<file path="src/rtl/nrzi_pkg.sv">
// Shared definitions for the NRZI line transmitter and its matching receiver:
// frame-sequencer states and the default line-protocol constants.
package nrzi_pkg;

    typedef enum logic [2:0] {
        ST_IDLE,
        ST_SYNC,
        ST_DATA,
        ST_STUFF,
        ST_EOP
    } state_t;

    localparam logic [7:0] SYNC_PAT_DEF  = 8'h80;
    localparam int         STUFF_LEN_DEF = 6;
    localparam int         EOP_BITS_DEF  = 2;

endpackage

</file>
<file path="src/rtl/nrzi_line_enc.sv">
// NRZI line register (raw 0 toggles, raw 1 holds) with the consecutive-ones
// counter that requests a stuffed zero after STUFF_LEN ones.
module nrzi_line_enc
    import nrzi_pkg::*;
#(
    parameter int STUFF_LEN = STUFF_LEN_DEF
) (
    input  logic clk,
    input  logic rst,
    input  logic i_bit_en,
    input  logic i_raw_bit,
    input  logic i_force_idle,
    output logic o_dout,
    output logic o_stuff_req
);

    localparam int ONES_W = $clog2(STUFF_LEN + 1);

    logic [ONES_W-1:0] r_ones;
    logic              r_dout;

    // NOTE: sequential state uses non-blocking assignments only, so every
    // register samples the pre-edge value of its neighbours.
    always_ff @(posedge clk) begin
        if (rst) begin
            r_dout <= 1'b1;
            r_ones <= '0;
        end else if (i_bit_en) begin
            if (i_force_idle) begin
                r_dout <= 1'b1;
                r_ones <= '0;
            end else if (i_raw_bit) begin
                r_ones <= r_ones + ONES_W'(1);
            end else begin
                r_dout <= ~r_dout;
                r_ones <= '0;
            end
        end
    end

    // Raised on the edge whose raw 1 completes the run, so the sequencer can
    // schedule the stuff bit for the very next period.
    assign o_stuff_req = i_bit_en & ~i_force_idle & i_raw_bit
                       & (r_ones == ONES_W'(STUFF_LEN - 1));
    assign o_dout      = r_dout;

endmodule

</file>
<file path="src/rtl/nrzi_tx.sv">
// Byte-to-line NRZI transmitter: one-entry holding register, shift register and
// frame sequencer (sync preamble, LSB-first data, bit stuffing, end-of-frame idle).
module nrzi_tx
    import nrzi_pkg::*;
#(
    parameter int                DATA_W    = 8,
    parameter int                STUFF_LEN = STUFF_LEN_DEF,
    parameter logic [DATA_W-1:0] SYNC_PAT  = DATA_W'(SYNC_PAT_DEF),
    parameter int                EOP_BITS  = EOP_BITS_DEF
) (
    input  logic              clk,
    input  logic              rst,
    input  logic              bit_en,
    input  logic [DATA_W-1:0] tx_data,
    input  logic              tx_last,
    input  logic              tx_valid,
    output logic              tx_ready,
    output logic              dout,
    output logic              busy,
    output logic              underrun
);

    localparam int CNT_W = $clog2(DATA_W + 1);
    localparam int EOP_W = $clog2(EOP_BITS + 1);

    state_t             r_state, w_state_nxt;
    logic [DATA_W-1:0]  r_shift, w_shift_nxt;
    logic [CNT_W-1:0]   r_bit_cnt, w_bit_cnt_nxt;
    logic               r_cur_last, w_cur_last_nxt;
    logic               r_cur_sync, w_cur_sync_nxt;
    logic [EOP_W-1:0]   r_eop_cnt, w_eop_cnt_nxt;
    logic [DATA_W-1:0]  r_hold_data;
    logic               r_hold_last;
    logic               r_hold_full;
    logic               r_underrun, w_underrun_nxt;
    logic               w_accept, w_hold_take, w_boundary;
    logic               w_raw_bit, w_force_idle, w_stuff_req, w_dout;

    assign w_accept     = tx_valid & ~r_hold_full;
    assign w_raw_bit    = (r_state == ST_STUFF) ? 1'b0 : r_shift[0];
    assign w_force_idle = (r_state == ST_IDLE) || (r_state == ST_EOP);

    nrzi_line_enc #(
        .STUFF_LEN (STUFF_LEN)
    ) u_line_enc (
        .clk          (clk),
        .rst          (rst),
        .i_bit_en     (bit_en),
        .i_raw_bit    (w_raw_bit),
        .i_force_idle (w_force_idle),
        .o_dout       (w_dout),
        .o_stuff_req  (w_stuff_req)
    );

    // NOTE: every signal written here gets a default first, so no path can
    // leave one unassigned and infer a latch.
    always_comb begin
        w_state_nxt    = r_state;
        w_shift_nxt    = r_shift;
        w_bit_cnt_nxt  = r_bit_cnt;
        w_cur_last_nxt = r_cur_last;
        w_cur_sync_nxt = r_cur_sync;
        w_eop_cnt_nxt  = r_eop_cnt;
        w_hold_take    = 1'b0;
        w_underrun_nxt = 1'b0;
        w_boundary     = 1'b0;

        case (r_state)
            ST_IDLE: begin
                if (r_hold_full) begin
                    w_state_nxt    = ST_SYNC;
                    w_shift_nxt    = SYNC_PAT;
                    w_bit_cnt_nxt  = '0;
                    w_cur_sync_nxt = 1'b1;
                    w_cur_last_nxt = 1'b0;
                end
            end
            ST_SYNC, ST_DATA: begin
                if (bit_en) begin
                    w_shift_nxt   = r_shift >> 1;
                    w_bit_cnt_nxt = r_bit_cnt + CNT_W'(1);
                    if (w_stuff_req)
                        w_state_nxt = ST_STUFF;
                    else if (r_bit_cnt == CNT_W'(DATA_W - 1))
                        w_boundary = 1'b1;
                end
            end
            ST_STUFF: begin
                // A full bit count means the stuff bit followed the byte's last bit.
                if (bit_en) begin
                    if (r_bit_cnt == CNT_W'(DATA_W))
                        w_boundary = 1'b1;
                    else
                        w_state_nxt = r_cur_sync ? ST_SYNC : ST_DATA;
                end
            end
            ST_EOP: begin
                if (bit_en) begin
                    w_eop_cnt_nxt = r_eop_cnt + EOP_W'(1);
                    if (r_eop_cnt == EOP_W'(EOP_BITS - 1)) begin
                        if (r_hold_full) begin
                            w_state_nxt    = ST_SYNC;
                            w_shift_nxt    = SYNC_PAT;
                            w_bit_cnt_nxt  = '0;
                            w_cur_sync_nxt = 1'b1;
                            w_cur_last_nxt = 1'b0;
                        end else begin
                            w_state_nxt = ST_IDLE;
                        end
                    end
                end
            end
            default: w_state_nxt = ST_IDLE;
        endcase

        if (w_boundary) begin
            if (r_cur_last) begin
                w_state_nxt   = ST_EOP;
                w_eop_cnt_nxt = '0;
            end else if (r_hold_full) begin
                w_state_nxt    = ST_DATA;
                w_shift_nxt    = r_hold_data;
                w_cur_last_nxt = r_hold_last;
                w_cur_sync_nxt = 1'b0;
                w_bit_cnt_nxt  = '0;
                w_hold_take    = 1'b1;
            end else begin
                w_state_nxt    = ST_EOP;
                w_eop_cnt_nxt  = '0;
                w_underrun_nxt = 1'b1;
            end
        end
    end

    always_ff @(posedge clk) begin
        if (rst) begin
            r_state     <= ST_IDLE;
            r_hold_full <= 1'b0;
            r_underrun  <= 1'b0;
        end else begin
            r_state    <= w_state_nxt;
            r_underrun <= w_underrun_nxt;
            if (w_accept)
                r_hold_full <= 1'b1;
            else if (w_hold_take)
                r_hold_full <= 1'b0;
        end
    end

    // NOTE: datapath registers carry no reset; each is reloaded before it is
    // read, and the control flags above gate every use.
    always_ff @(posedge clk) begin
        r_shift    <= w_shift_nxt;
        r_bit_cnt  <= w_bit_cnt_nxt;
        r_cur_last <= w_cur_last_nxt;
        r_cur_sync <= w_cur_sync_nxt;
        r_eop_cnt  <= w_eop_cnt_nxt;
        if (w_accept) begin
            r_hold_data <= tx_data;
            r_hold_last <= tx_last;
        end
    end

    assign tx_ready = ~r_hold_full;
    assign dout     = w_dout;
    assign busy     = (r_state != ST_IDLE);
    assign underrun = r_underrun;

endmodule

</file>
<file path="config.mk">
export PLATFORM = sky130hd
export DESIGN_NAME = nrzi_tx
export DESIGN_NICKNAME = d
export VERILOG_FILES = /design/src/rtl/nrzi_pkg.sv /design/src/rtl/nrzi_line_enc.sv /design/src/rtl/nrzi_tx.sv
export SDC_FILE = /design/constraint.sdc
export NUM_CORES = 1
export LEC_CHECK = 0
export ABC_AREA = 1
export CORE_MARGIN = 2
export CORE_UTILIZATION = 55
export CTS_CLUSTER_SIZE = 8
export DETAILED_ROUTE_END_ITERATION = 7
export GPL_TIMING_DRIVEN = 0
export PLACE_DENSITY_LB_ADDON = 0.2
export SETUP_SLACK_MARGIN = 0.4
export SLEW_MARGIN = 5
export SYNTH_ARGS = -nofsm -noshare
export SYNTH_HDL_FRONTEND = slang
export SYNTH_SLANG_ARGS = --single-unit
</file>
<file path="constraint.sdc">
create_clock -name clk -period 2.6 [get_ports clk]
set_clock_uncertainty 0.15 [all_clocks]
set_input_delay 0.65 -clock clk [delete_from_list [all_inputs] [get_ports clk]]
set_output_delay 0.65 -clock clk [all_outputs]
set_load 0.05 [all_outputs]
</file>
==> impl_metrics.py <==
metrics = {
    "routing": {
        "route.antenna.remaining_nets": 0,
        "remaining_drc_errors": 0,
        "wl_per_cell_um": 12.1,
        "vias_per_cell": 5.36,
        "drt_iter0_markers": 55,
        "finalWirelength_um": 3140,
        "routed-via-count": 1393,
        "first_pass_iters": 4,
    },
    "global_routing": {
        "grt_start_max_net_pins": 12,
        "grt_overflow": 0,
        "antenna_found_initial": 0,
        "grt_pass1_vias": 1279,
        "grt_usage": 0.207,
        "grt_pass1_wl_um": 5240,
    },
    "layout": {
        "final_area_um2": 1860,
        "diodes": 0,
        "area_growth_syn_to_layout_pct": 17.3,
        "layout.cells.non_filler": 260,
        "layout.nets": 246,
        "drive_gt1_frac": 0.105,
    },
    "power_and_ir_drop": {
        "design_power_total_uw": 1520,
        "vdd_drop_max_mv": 0.708,
        "p_leak_uw": 0.000911,
        "power-per-cell-area_nw_per_um2": 816,
    },
    "placement": {
        "dp.cells": 252,
        "routabilityCongestion": 0.953,
        "placed_cell_area_um2": 1790,
        "hpwl_um": 2330,
        "port_buffers": 16,
    },
    "worst_setup_path": {
        "crit_type": "reg -> out",
        "critPathTopFamily": "flip-flops",
        "startpoint": "r_state[0]",
        "critPathMaxFanout": 8,
        "crit_path_cell_trace": "nor2_4 > nand2_1 > clkbuf_2",
        "r2r-start": "r_state[0]",
        "endpoint_kind": "output pin",
        "path_buf_inv": 1,
        "critPathLaunchType": "flip-flop",
        "crit_required_ns": 1.80,
        "ff2ff_setup_slack_ns": 0.74,
        "slowest_delay_ns": 0.36,
        "cp.arrival_ns": 1.28,
        "cp_slowest_cell": "dfxtp_1",
    },
    "yosys": {
        "synth_cell_types": 28,
        "synth_top_area_share": 0.315,
        "syn_nets": 223,
        "synth.cell_area_um2": 1590,
        "syn-mean-instance-area_um2": 7.75,
        "synth_cells": 205,
        "synth_top_cell_by_area": "dfxtp_1",
        "yosysWarnings": 0,
        "yosysSeqAreaShare": 0.485,
        "ys_seq_elements": 34,
        "yosys-top-cells-area": "dfxtp_1, edfxtp_1, nand2_1",
    },
    "die": {
        "dieArea_um2": 3330,
        "pin_count": 17,
        "die-width_um": 57.7,
        "coreArea_um2": 2760,
        "dieHeight_um": 57.7,
        "initial_utilization": 0.576,
        "num_rows": 19,
    },
    "sta": {
        "fin_crit_ns": 2.08,
        "max_slew_margin": 0.502,
        "setup-violations-final": 0,
        "hold_viol": 0,
        "drv_slew": 0,
        "tightest_slew_ns": 0.744,
        "fin_tns_setup_ns": 0,
        "clock.fmax_mhz": 480,
        "fin_crit_sh": 0.801,
        "rsz0062_at_grt": "false",
        "whs_ns": 0.296,
    },
    "hold_path": {
        "min_from": "r_hold_data[3]",
        "min_path_type": "reg -> reg",
    },
    "clock_tree": {
        "cts_buffer_depth": 2,
        "clk-insertion-delay-late_ns": 0.34,
        "cts_max_level": 2,
        "cts_made_buffers": 5,
        "cts_tree": "yes",
        "root_buffer": "clkbuf_4",
        "ctsHoldBuffers": 0,
        "clk_pin_slew_worst_paths_ns": 0.11,
        "clkSinkCount": 34,
    },
    "outcome": {
        "run_status": "complete, no violations",
    },
    "flow_run": {
        "maxCapViolCount": 0,
    },
}
## metrics by stage
step	setup WS, ns	util
after floorplan	0.821	-
after global routing	0.421	0.675
after detailed placement	0.0451	0.648
after CTS	0.307	0.670
final	0.518	0.675
after global placement	0.0989	0.648
## final cells by class
class                      instances  area, µm²
fill                             239        896
sequential                        34        771
multi-input combinational        133        678
timing repair buffer              16        154
inverter                          34        128
clock buffer                       6       51.3
tap                               31       38.8
buffer                             4       28.8
clock inverter                     2       12.5
## layer usage
layer	track usage	up-vias	part of all wire
met2	0.323	54	0.48
met4	0.0764	0	0.0096
met3	0.0960	5	0.071
met5	0	-	0
li1	-	712	-
met1	0.250	622	0.44
## timing repair
item                                   4_1_cts  5_1_grt
resized for setup                            6        9
buffers inserted                             0        0
endpoints found under the hold margin        0        0
gates cloned                                 0        0
setup endpoints to repair                    4        8
## kinds of logic (layout without fill, tap and decap cells)
family	after synthesis	after routing	share of synthesized area
buffers and inverters	38	62	0.0953
adders and majority gates	5	5	0.0394
DFF	34	34	0.485
AOI/OAI and AO/OA	36	36	0.126
xor gates and xnor gates	1	1	0.00552
and+or+nand+nor	91	91	0.248
## worst paths after layout
path | end | cells after the start
worst max-delay path | busy | 3
worst min-delay path | r_shift[3] | 2
worst max register to register | r_bit_cnt[1] | 8
worst min register to register | r_shift[3] | 2
## where the power goes
part	internal [µW]	total, µW	leakage (µW)	switching, µW
clock	130	309	0.0000343	180
sequential	620	668	0.000289	48.5
combinational	170	542	0.000587	372
## cell usage in the layout, fill, tap and decap left out, types with 2 or more instances in the layout
master           synthesis  layout
o21ai_1                 11      11
a21oi_1                  5       5
nand2_1                 42      42
o21ai_0                 12      12
a31oi_1                  3       3
clkbuf_4                 0       5
nand3_2                  1       2
nand4_1                  2       2
nor2_1                  22      21
nor3_1                   3       2
dlygate4sd2_1            0       2
dfxtp_1                 25      25
nor4_1                   2       2
clkdlybuf4s50_1          0      12
inv_2                    2       3
clkbuf_2                 0       2
inv_1                   32      31
nand3_1                 16      15
edfxtp_1                 9       9
ha_1                     5       5
## tightest hold or removal path, delay by kind of cell, from the launching register on
| family | cells | cell delay [ns] |
|---|---|---|
| compound gates | 1 | 0.06 |
| buf+inv | 1 | 0.04 |
| flops | 1 | 0.33 |
## synth_stat cells
| cell | instances |
|---|---|
| o21ai_0 | 12 |
| nand2_1 | 42 |
| a31oi_1 | 3 |
| nor4_1 | 2 |
| buf_2 | 1 |
| inv_2 | 2 |
| a21oi_2 | 1 |
| o211ai_1 | 1 |
| o21ai_1 | 11 |
| xor2_1 | 1 |
| a211oi_1 | 1 |
| nor3_1 | 3 |
| and3_1 | 1 |
| nand4_1 | 2 |
| nor2_4 | 1 |
| nor2_1 | 22 |
| nand3_2 | 1 |
| a32o_1 | 1 |
| ha_1 | 5 |
| inv_1 | 32 |
| a21oi_1 | 5 |
| dfxtp_1 | 25 |
| o21a_1 | 1 |
| clkbuf_1 | 1 |
| edfxtp_1 | 9 |
| buf_4 | 2 |
| nand3_1 | 16 |
| or2_2 | 1 |
## state kept, by name, indices dropped and copies added (netlist names)
name and count:
r_hold_last 1, r_eop_cnt 2, r_hold_full 1, r_cur_sync 1, r_shift 8, underrun 1, r_state 3, r_cur_last 1
u_line_enc.r_ones 3, u_line_enc.o_dout 1, r_hold_data 8, r_bit_cnt 4
Note: power is estimated with default switching activity, not from simulation.
